==> src/rtl/pipelined_addsub.sv <==
// pipelined_addsub: chunked ripple add/sub, one chunk per stage, global stall.
// Optional zero/overflow flag outputs are enabled by defining ADDER_FLAGS_EN.
module pipelined_addsub #(
  parameter int WIDTH  = 32,
  parameter int STAGES = 4
) (
  input  logic             clk,
  input  logic             reset,
  input  logic             in_valid,
  output logic             in_ready,
  input  logic [WIDTH-1:0] a,
  input  logic [WIDTH-1:0] b,
  input  logic             carryin,
  input  logic             sub,
  output logic             out_valid,
  input  logic             out_ready,
  output logic [WIDTH-1:0] sum,
  output logic             carryout
`ifdef ADDER_FLAGS_EN
  ,
  output logic             zero,
  output logic             overflow
`endif
);

  localparam int CW = WIDTH / STAGES;
  localparam int L  = STAGES - 1;

  if (STAGES < 1 || STAGES > WIDTH ||
      (WIDTH % STAGES) != 0) begin : g_bad_cfg
    $error("pipelined_addsub: WIDTH must split evenly into STAGES");
  end

  logic [WIDTH-1:0] w_effb;
  logic             w_cin;
  logic             w_adv;

  logic [WIDTH-1:0] w_ai [STAGES];
  logic [WIDTH-1:0] w_bi [STAGES];
  logic [WIDTH-1:0] w_si [STAGES];
  logic [WIDTH-1:0] w_sn [STAGES];
  logic [CW-1:0]    w_sc [STAGES];
  logic [STAGES-1:0] w_ci;
  logic [STAGES-1:0] w_vi;
  logic [STAGES-1:0] w_co;

  logic [WIDTH-1:0] r_a [STAGES];
  logic [WIDTH-1:0] r_b [STAGES];
  logic [WIDTH-1:0] r_s [STAGES];
  logic [STAGES-1:0] r_c;
  logic [STAGES-1:0] r_v;

  assign w_effb = sub ? ~b : b;
  assign w_cin  = sub ? 1'b1 : carryin;

  // Whole pipe moves as one; only a held result blocks it.
  assign w_adv    = !r_v[L] || out_ready;
  assign in_ready = w_adv;

  assign out_valid = r_v[L];
  assign sum       = r_s[L];
  assign carryout  = r_c[L];

  for (genvar k = 0; k < STAGES; k++) begin : g_stg
    if (k == 0) begin : g_head
      assign w_ai[k] = a;
      assign w_bi[k] = w_effb;
      assign w_ci[k] = w_cin;
      assign w_vi[k] = in_valid;
      assign w_si[k] = '0;
    end else begin : g_body
      assign w_ai[k] = r_a[k-1];
      assign w_bi[k] = r_b[k-1];
      assign w_ci[k] = r_c[k-1];
      assign w_vi[k] = r_v[k-1];
      assign w_si[k] = r_s[k-1];
    end
    assign {w_co[k], w_sc[k]} =
      {1'b0, w_ai[k][k*CW +: CW]} +
      {1'b0, w_bi[k][k*CW +: CW]} +
      {{CW{1'b0}}, w_ci[k]};
  end

  // Merge each stage's fresh chunk into the partial sum riding with it.
  always_comb begin
    for (int k = 0; k < STAGES; k++) begin
      w_sn[k] = w_si[k];
      w_sn[k][k*CW +: CW] = w_sc[k];
    end
  end

  // Stage registers: valids always shift, payload only with a valid slot.
  always_ff @(posedge clk) begin
    if (reset) begin
      for (int k = 0; k < STAGES; k++) begin
        r_v[k] <= 1'b0;
        r_c[k] <= 1'b0;
        r_s[k] <= '0;
        r_a[k] <= '0;
        r_b[k] <= '0;
      end
    end else if (w_adv) begin
      for (int k = 0; k < STAGES; k++) begin
        r_v[k] <= w_vi[k];
        if (w_vi[k]) begin
          r_a[k] <= w_ai[k];
          r_b[k] <= w_bi[k];
          r_c[k] <= w_co[k];
          r_s[k] <= w_sn[k];
        end
      end
    end
  end

`ifdef ADDER_FLAGS_EN
  logic w_zn;
  logic w_ovn;
  logic r_zero;
  logic r_ovf;

  assign w_zn  = (w_sn[L] == '0);
  assign w_ovn = (w_ai[L][WIDTH-1] == w_bi[L][WIDTH-1]) &&
                 (w_sn[L][WIDTH-1] != w_ai[L][WIDTH-1]);

  assign zero     = r_zero;
  assign overflow = r_ovf;

  // Flags are captured alongside the final sum chunk.
  always_ff @(posedge clk) begin
    if (reset) begin
      r_zero <= 1'b0;
      r_ovf  <= 1'b0;
    end else if (w_adv && w_vi[L]) begin
      r_zero <= w_zn;
      r_ovf  <= w_ovn;
    end
  end
`endif

endmodule

==> config.mk <==
export PLATFORM = sky130hd
export DESIGN_NAME = pipelined_addsub
export DESIGN_NICKNAME = d
export VERILOG_FILES = /design/src/rtl/pipelined_addsub.sv
export SDC_FILE = /design/constraint.sdc
export NUM_CORES = 1
export LEC_CHECK = 0
export CORE_ASPECT_RATIO = 0.5
export CORE_MARGIN = 2
export CORE_UTILIZATION = 41
export DETAILED_ROUTE_END_ITERATION = 10
export SYNTH_ARGS = -nofsm -noshare
export SYNTH_HDL_FRONTEND = slang
export SYNTH_SLANG_ARGS = --single-unit
==> constraint.sdc <==
create_clock -name clk -period 5.65 [get_ports clk]
set_clock_uncertainty 0.1 [all_clocks]
set_input_delay 0.565 -clock clk [delete_from_list [all_inputs] [get_ports clk]]
set_output_delay 0.565 -clock clk [all_outputs]
set_load 0.01 [all_outputs]
==> results, run 1 <==
- The flow ran to the end, and the final reports show no timing, DRC or antenna violations.
- Setup repair after global routing left no endpoint under its margin.
- The count of antenna diodes in the layout is 0.
- The initial DRC count is 396.
- Of all nets on the critical path, the largest fanout is 33.
- After synthesis, the most frequently instantiated cells are edfxtp_1 (176), and3_1 (126), nor2_1 (48).
- The worst register-to-register path begins at r_b[0][8]$_SDFFCE_PN0P_.
- Of the total synthesized cell area, the portion taken by full adders, half adders and majority gates is 5.968%.
- The number of different library cells in the post-synthesis netlist is 39.
- The sequential cell area fraction in the yosys report is 63.66%.
- The share of the synthesized area in the top cell type is 61.79%.
- The die area is 22,100 um^2.
- STA puts the critical path data arrival time at 3.07 ns.
- Relative to the synthesized area, the layout overhead comes to 18.91%.
- edfxtp_1 is the most common cell in the netlist.
- The maximum level of the CTS H-tree is 4.
- The first-pass detailed-route iteration total is 5.
- Counting the fill cells in the layout gives 1,789.
- The total routing resource utilization after global routing is 15.62%.
- The clock tree root buffer cell is clkbuf_16.
- The number of routed nets with antenna violations is 0.
- Once the floorplan was initialized, standard cells occupied 41.71% of the core.
- In this run, synthesis inferred 176 flip-flops with an integrated enable.
- Entering global routing, the biggest net connects 131 pins.
- The total CTS buffers is 17.
- After synthesis, the share of flip-flops with an asynchronous set or reset is 0%.
- The number of buffers added on ports is 104.
- The floorplan has 37 rows.
- Of the total synthesized cell area, the portion taken by AND, OR, NAND and NOR gates is 15.08%.
- The routed wire length on met2 is 6.945 mm.
- The final hold violation count was 0.
- Across all layers, the routed design uses 4,902 vias.
- The chip width is 208.3 um.
- The cell count after synthesis is 646.
- In this run the power density over the cells is 308.1 nW/um^2.
- The number of remaining DRC errors is 0.
- The share of cells above drive strength 1 is 7.660%.
- Static timing analysis puts the maximum clock frequency at 0.3278 GHz.
- The wire length on met1 is 8.604 mm.
- The floorplan core area is 20,510 um^2.
- Counting every sink on the clock net gives 184.
- After detailed routing, no signal wire sits above met4.
- The clock latency of the later-clocked register in the worst-skew pair is 0.42 ns.
- Counting flops and latches in the post-synthesis netlist gives 184.
- Each instance of the synthesized netlist takes up on average 13.24 um^2.
- Yosys printed 0 warnings.
- Counting every net in the synthesized netlist gives 752.
- The number of global-route vias before repair is 4,835.
- Timing analysis after detailed placement gives a worst setup slack of 2.131 ns.
- The post-CTS setup repair buffer count is 0.
- The most used flip-flop cell after synthesis is edfxtp_1.
- The maximum vdd ir drop is 0.0001753 V.
- After routing, the total negative slack on setup checks comes to 0 ns.
- Of the available clock period, the critical path in the final layout requires 54.00%.
- Summing all placed instances gives a cell area of 9582 um^2.
- During I/O placement, the number of pins put on the boundary was 105.
- The final number of setup-violating endpoints is 0.
- The tool flagged a number of max-cap violations equal to 0.
- In the routed layout, each cell is associated on average with a via count of 4.947.
- Summing the areas of all compound-gate instances in the mapped netlist gives 6.188% of the synthesized area.
- Clock-pin slew was measured on the worst setup and hold paths at 0.07 ns.
- The largest total area in the synthesized netlist belongs to edfxtp_1.
- The start point of the critical path is sub.
- The number of gates resized after CTS was 0.
- Once detailed placement completed, the half-perimeter wirelength came to 11.35 mm.
- After detailed routing, the total wire length is 16.49 mm.
- Measured against its own limit, the worst slew margin works out to 21.48%.
- TritonCTS built the clock tree.
- The number of pins with negative max-slew slack in the final report is 0.
- The category of the worst setup path capture point is a flop.
- The setup slack of the critical path after layout is 2.599 ns.
- At the end of routability-driven placement, the weighted congestion stood at 0.7927.
- The remaining global-route overflow is 0.
- The hold path startpoint is r_s[0][81]$_SDFFCE_PN0P_.
- After detailed routing, the average wire length per cell comes to 16.64 um.
- The cell area that synthesis handed to floorplanning was 8553 um^2.
- The post-route cell area is 10,170 um^2.
- The main combinational cell family by area after synthesis is simple AND/OR/NAND/NOR gates.
- The post-layout net count is 811.
- The type of the tightest min-delay check is reg -> reg.
- The worst path in the final design needs a cycle of 3.051 ns, including I/O delays and setup.
- For the pin with the worst max-slew slack, the measured transition is 1.178 ns.
- The number of buffers inserted by hold repair at cts is 0.
- The number of buffers on the longest clock path is 2.
- The xor and xnor area share after synthesis is 4.096%.
- In this run the static leakage power is 4.165 nW.
- Measured against the total synthesized area, the mux share comes to 0%.
- The global-route wire length before repair is 26.44 mm.
- The type of the worst setup path is in -> reg.
- The number of antenna violations at the first check in global routing came to 0.
- The critical path required time is 5.67 ns.
- The sum of met3 wire segment lengths after detailed routing is 792 um.
- Sorting the synthesized cells by area gives the leading types as edfxtp_1 (62%), and3_1 (9.2%), ha_1 (4.1%), buf_4 (2.9%), xnor2_1 (2.7%).
- The overall die height is 106.1 um.
- The kind of start point of the critical path is an input port.
==> power breakdown <==
group          total (mW)  leakage [nW]  internal, mW  switching, mW
Sequential           1.62          1.94          1.59         0.0304
Clock                1.18         0.288         0.662          0.520
Combinational       0.335          1.93         0.155          0.179
Total                3.13          4.17          2.40          0.729
==> routing by layer <==
metal / vias up / GRT usage, %
met5: - / 0
met4: 0 / 5.447
met1: 2298 / 24.36
met2: 122 / 21.60
li1: 2471 / -
met3: 11 / 2.836
==> sequential cells by signal (all words and copies together) (netlist names) <==
register,cells
r_b,48
r_v,4
r_a,48
r_s,80
r_c,4
==> cell type report <==
| cell class | instances | area [um^2] | share of cell area, % |
|---|---|---|---|
| flip-flops and latches | 184 | 5445 | 53.54 |
| multi-input cells | 384 | 2688 | 26.42 |
| repair buffers | 109 | 1074 | 10.55 |
| clock buffers | 17 | 425.4 | 4.183 |
| well taps | 273 | 341.6 | 3.358 |
| clock inverters | 15 | 163.9 | 1.612 |
| inverters | 9 | 33.78 | 0.3321 |
==> worst paths after layout <==
kind	slack, ns	depth (start not counted)	endpoint
setup / recovery	2.60	10	r_s[0][6]$_SDFFCE_PN0P_
hold / removal	0.45	1	r_s[0][113]$_SDFFCE_PN0P_
setup reg to reg	3.12	7	r_s[0][46]$_SDFFCE_PN0P_
hold reg to reg	0.45	1	r_s[0][113]$_SDFFCE_PN0P_
==> logic make-up (layout without fill, tap and decap cells) <==
group / Yosys count / after routing
xor+xnor: 40 / 40
fa+ha+maj: 36 / 36
buf+inv: 78 / 150
compound gates: 76 / 76
flops: 184 / 184
simple gates: 232 / 232
==> critical path, cell delays in order <==
cell	delay, ns
buf_2	0.68
xor2_1	0.19
fa_1	0.48
inv_1	0.09
fa_1	0.18
and2b_4	0.19
o31a_1	0.25
o21a_1	0.20
nor3_1	0.14
nor3_1	0.07
==> stage by stage <==
step           utilization [%]  hold slack (ns)  power [mW]  cells
2_1_floorplan                -           0.4255       1.859    646
3_3_place_gp             46.72           0.4350       1.979    959
3_5_place_dp             46.72           0.4381       1.985    959
4_1_cts                  49.59           0.4506       3.161    991
5_1_grt                  49.59           0.4676       3.258    991
6_report                 49.59           0.4492       3.134    991
==> cells in the final DEF, fill, tap and decap left out, types with 3 or more instances in the layout <==
cell,count
a211oi_1,8
a211oi_2,4
a21o_1,5
a21oi_1,21
and3_1,126
buf_4,5
clkbuf_16,17
clkdlybuf4s50_1,103
clkinv_4,3
dfxtp_1,8
edfxtp_1,176
fa_1,8
ha_1,28
inv_1,8
inv_6,4
nand2_1,18
nand2_2,3
nand2b_2,3
nor2_1,48
nor2b_1,5
nor3_1,18
nor3_2,4
o21a_1,10
o21ai_0,4
o21ai_1,5
o21bai_1,4
o31a_1,6
xnor2_1,26
xor2_1,14
Power figures use the tool's default switching activity.
==> run 2, diff against run 1 <==
==> constraint.sdc (replaced) <==
create_clock -name clk -period 3 [get_ports clk]
set_clock_uncertainty 0.1 [all_clocks]
set_input_delay 0.3 -clock clk [delete_from_list [all_inputs] [get_ports clk]]
set_output_delay 0.3 -clock clk [all_outputs]
set_load 0.01 [all_outputs]
==> results, run 2 (synthesized netlist as in run 1, its figures left out) <==
- The run finished with clean final reports.
- The starting utilization of the core area is 41.71%.
- For this design the static power due to leakage is 4.227 nW.
- The total placed cells including tap cells is 971.
- The weighted congestion reported at the end of routability-driven placement is 0.7418.
- r_s holds more flip-flops than any other register.
- The number of global-route vias before repair is 4,762.
- The maximum frequency from static timing analysis is 0.3889 GHz.
- STA classifies the critical path endpoint as a flop.
- The final-layout fill cell count is 1,769.
- The type of the tightest min-delay check is in -> reg.
- The tool flagged a number of max-cap violations equal to 0.
- The wire length per cell is 16.36 um.
- After detailed routing, the number of vias per cell comes to 4.894.
- The power share of the sequential group is 51.7%.
- After detailed routing, the number of remaining DRC violations is 0.
- The setup check on the worst reg-to-reg path leaves a slack of 0.43 ns.
- The share of the cycle needed by the critical path after routing is 85.70%.
- The overall die height is 106.1 um.
- The largest driver fanout on the critical path is 3.
- For this run, the number of standard cells in the final layout without fillers is 1,003.
- The fraction of power consumed by the clock network is 37.3%.
- The total negative slack for setup checks is 0 ns.
- The number of routed nets with antenna violations is 0.
- The number of rows in the core area is 37.
- The initial DRC count is 389.
- The total power density per cell area is 571.8 nW/um^2.
- The clock period minus worst slack is 2.571 ns.
- The count of antenna diodes in the layout is 0.
- The number of pins with negative max-slew slack in the final report was 0.
- The number of vias after detailed routing is 4,909.
- Entering global routing, the biggest net connects 91 pins.
- TritonCTS built the clock tree.
- Net switching is 23.96% of the power.
- The kind of start point of the critical path is a flop.
- The maximum level of the CTS H-tree is 4.
- Grouping stages by cell kind, the critical path spends the most delay in adder cells.
- The floorplan step defined a core boundary enclosing 20,510 um^2.
- The largest stage delay on the critical path is 0.51 ns.
- Setup violations remaining at the end of the flow were counted as 0.
- The register with the most flip-flops in the layout has 80 of them.
- The HPWL after detailed placement is 11.77 mm.
- Clock latency on the worst-skew pair, taken at its later pin, is 0.43 ns.
- The number of buffers and inverters on the critical path is 0.
- In this run, post-CTS hold repair placed 0 buffers.
- The chip width is 208.3 um.
- The post-cts gate resize count is 0.
- The signal on the critical path passes through fa_1 > fa_1 > a21oi_1 > o211ai_1 > a21oi_1 > xor2_1 > nor2_1.
- The layout overhead on the synthesized area is 20.20%.
- Of the cells placed in the final design, the portion with a size suffix greater than 1 is 9.452%.
- The remaining global-route overflow is 0.
- In the layout the commonest cells are edfxtp_1 (176), and3_1 (126), clkdlybuf4s50_1 (103), nor2_1 (48), ha_1 (28).
- VDD sags by at most 0.0003889 V.
- Data on the critical path arrives at its endpoint at 2.66 ns.
- The cell sitting at the root of the clock tree is a clkbuf_16.
- The number of I/O pins is 105.
- The first global-routing pass estimated 25.99 mm of wire.
- The number of buffers on the longest clock path is 2.
- The library cell used most frequently in the layout, excluding fill and tap cells, is edfxtp_1.
- The clock net in this run drives a total of 184 sinks.
- The type of the worst setup path is reg -> reg.
- The first-pass detailed-route iteration total is 5.
- Clock-pin slew was measured on the worst setup and hold paths at 0.07 ns.
- The largest registers in the layout are r_s: 80 flops, r_a: 48 flops, r_b: 48 flops.
- The final hold slack is 0.2803 ns.
- Setup repair after global routing left no endpoint under its margin.
- For this run, the total global-route usage over all layers was measured as 15.52%.
- The die area is 22,100 um^2.
- Port buffering added 104 buffers.
- Measured against its own limit, the worst slew margin works out to 67.13%.
- For the worst setup path, the data required time is 3.09 ns.
- The final hold violation count is 0.
- For the pin with the worst max-slew slack, the measured transition is 0.4915 ns.
- After the last flow step, the layout net total stands at 823.
- The total wire length after detailed routing is 16.41 mm.
- Buffers added to address setup during post-CTS repair amount to 0.
- Cell internal power was estimated by the tool at 4.470 mW.
- The slowest library cell on the worst path is fa_1.
- Counting the buffers created by CTS gives 17.
- The number of antenna violations at the first check in global routing came to 0.
- The reported net switching power is 1.409 mW.
- Of the total power, combinational logic draws 11.0%.
-- run 2: cell types whose count changed in the layout (fill, tap and decap cells not counted) --
| cell | previous run | this run |
|---|---|---|
| clkinv_4 | 3 | 2 |
| clkinv_8 | 0 | 1 |
| buf_4 | 5 | 15 |
| clkinv_1 | 2 | 0 |
| buf_12 | 0 | 2 |
| clkinvlp_4 | 1 | 2 |
| inv_6 | 4 | 6 |
| bufinv_16 | 2 | 1 |
-- run 2: power by group through the flow --
| stage | Sequential, mW | Clock [mW] | Combinational, mW |
|---|---|---|---|
| after floorplan | 3.08 | 0 | 0.425 |
| after global placement | 3.09 | 0 | 0.643 |
| after detailed placement | 3.10 | 0 | 0.652 |
| after CTS | 3.04 | 2.24 | 0.656 |
| after global routing | 3.06 | 2.33 | 0.719 |
| final | 3.04 | 2.19 | 0.647 |
-- run 2: metrics by stage --
| step | util [%] | setup slack (ns) | power [mW] | area, um^2 |
|---|---|---|---|---|
| 2_1_floorplan | - | 0.2297 | 3.501 | 8553 |
| 3_3_place_gp | 47.28 | 0.1459 | 3.738 | 9697 |
| 3_5_place_dp | 47.28 | 0.1232 | 3.751 | 9697 |
| 4_1_cts | 50.13 | 0.4118 | 5.937 | 10280 |
| 5_1_grt | 50.13 | 0.1825 | 6.102 | 10280 |
| 6_report | 50.13 | 0.4289 | 5.879 | 10280 |
-- run 2: per-layer routing --
layer  wire length [um]  up-vias  GRT usage (%)
met5                  0        -              0
met4                177        0          5.653
met3                789       10          3.929
met2               6887      104          21.52
met1               8556     2300          23.35
li1                   -     2495              -
-- run 2: final timing paths --
| check | start | endpoint | cells past startpoint |
|---|---|---|---|
| setup / recovery | r_b[0][48]$_SDFFCE_PN0P_ | r_s[0][86]$_SDFFCE_PN0P_ | 7 |
| hold / removal | sub | r_b[0][30]$_SDFFCE_PN0P_ | 3 |
| setup reg to reg | r_b[0][48]$_SDFFCE_PN0P_ | r_s[0][86]$_SDFFCE_PN0P_ | 7 |
| hold reg to reg | r_s[0][84]$_SDFFCE_PN0P_ | r_s[0][116]$_SDFFCE_PN0P_ | 1 |
-- run 2: cell type report --
class | count | area (um^2) | area share (%)
Clock buffer | 17 | 425.4 | 4.138
Clock inverter | 15 | 158.9 | 1.546
Inverter | 9 | 33.78 | 0.3286
Multi-Input combinational cell | 384 | 2688 | 26.14
Sequential cell | 184 | 5445 | 52.96
Tap cell | 273 | 341.6 | 3.322
Timing Repair Buffer | 121 | 1189 | 11.56
-- run 2: worst reg2reg max path, delay by kind of cell, from the launching register on --
family	cells	cell delay, ns
adder cells (fa/ha/maj)	2	0.95
AND/OR/NAND/NOR	1	0.05
AO/OA/AOI/OAI	3	0.65
flip-flops	1	0.40
XOR/XNOR	1	0.17
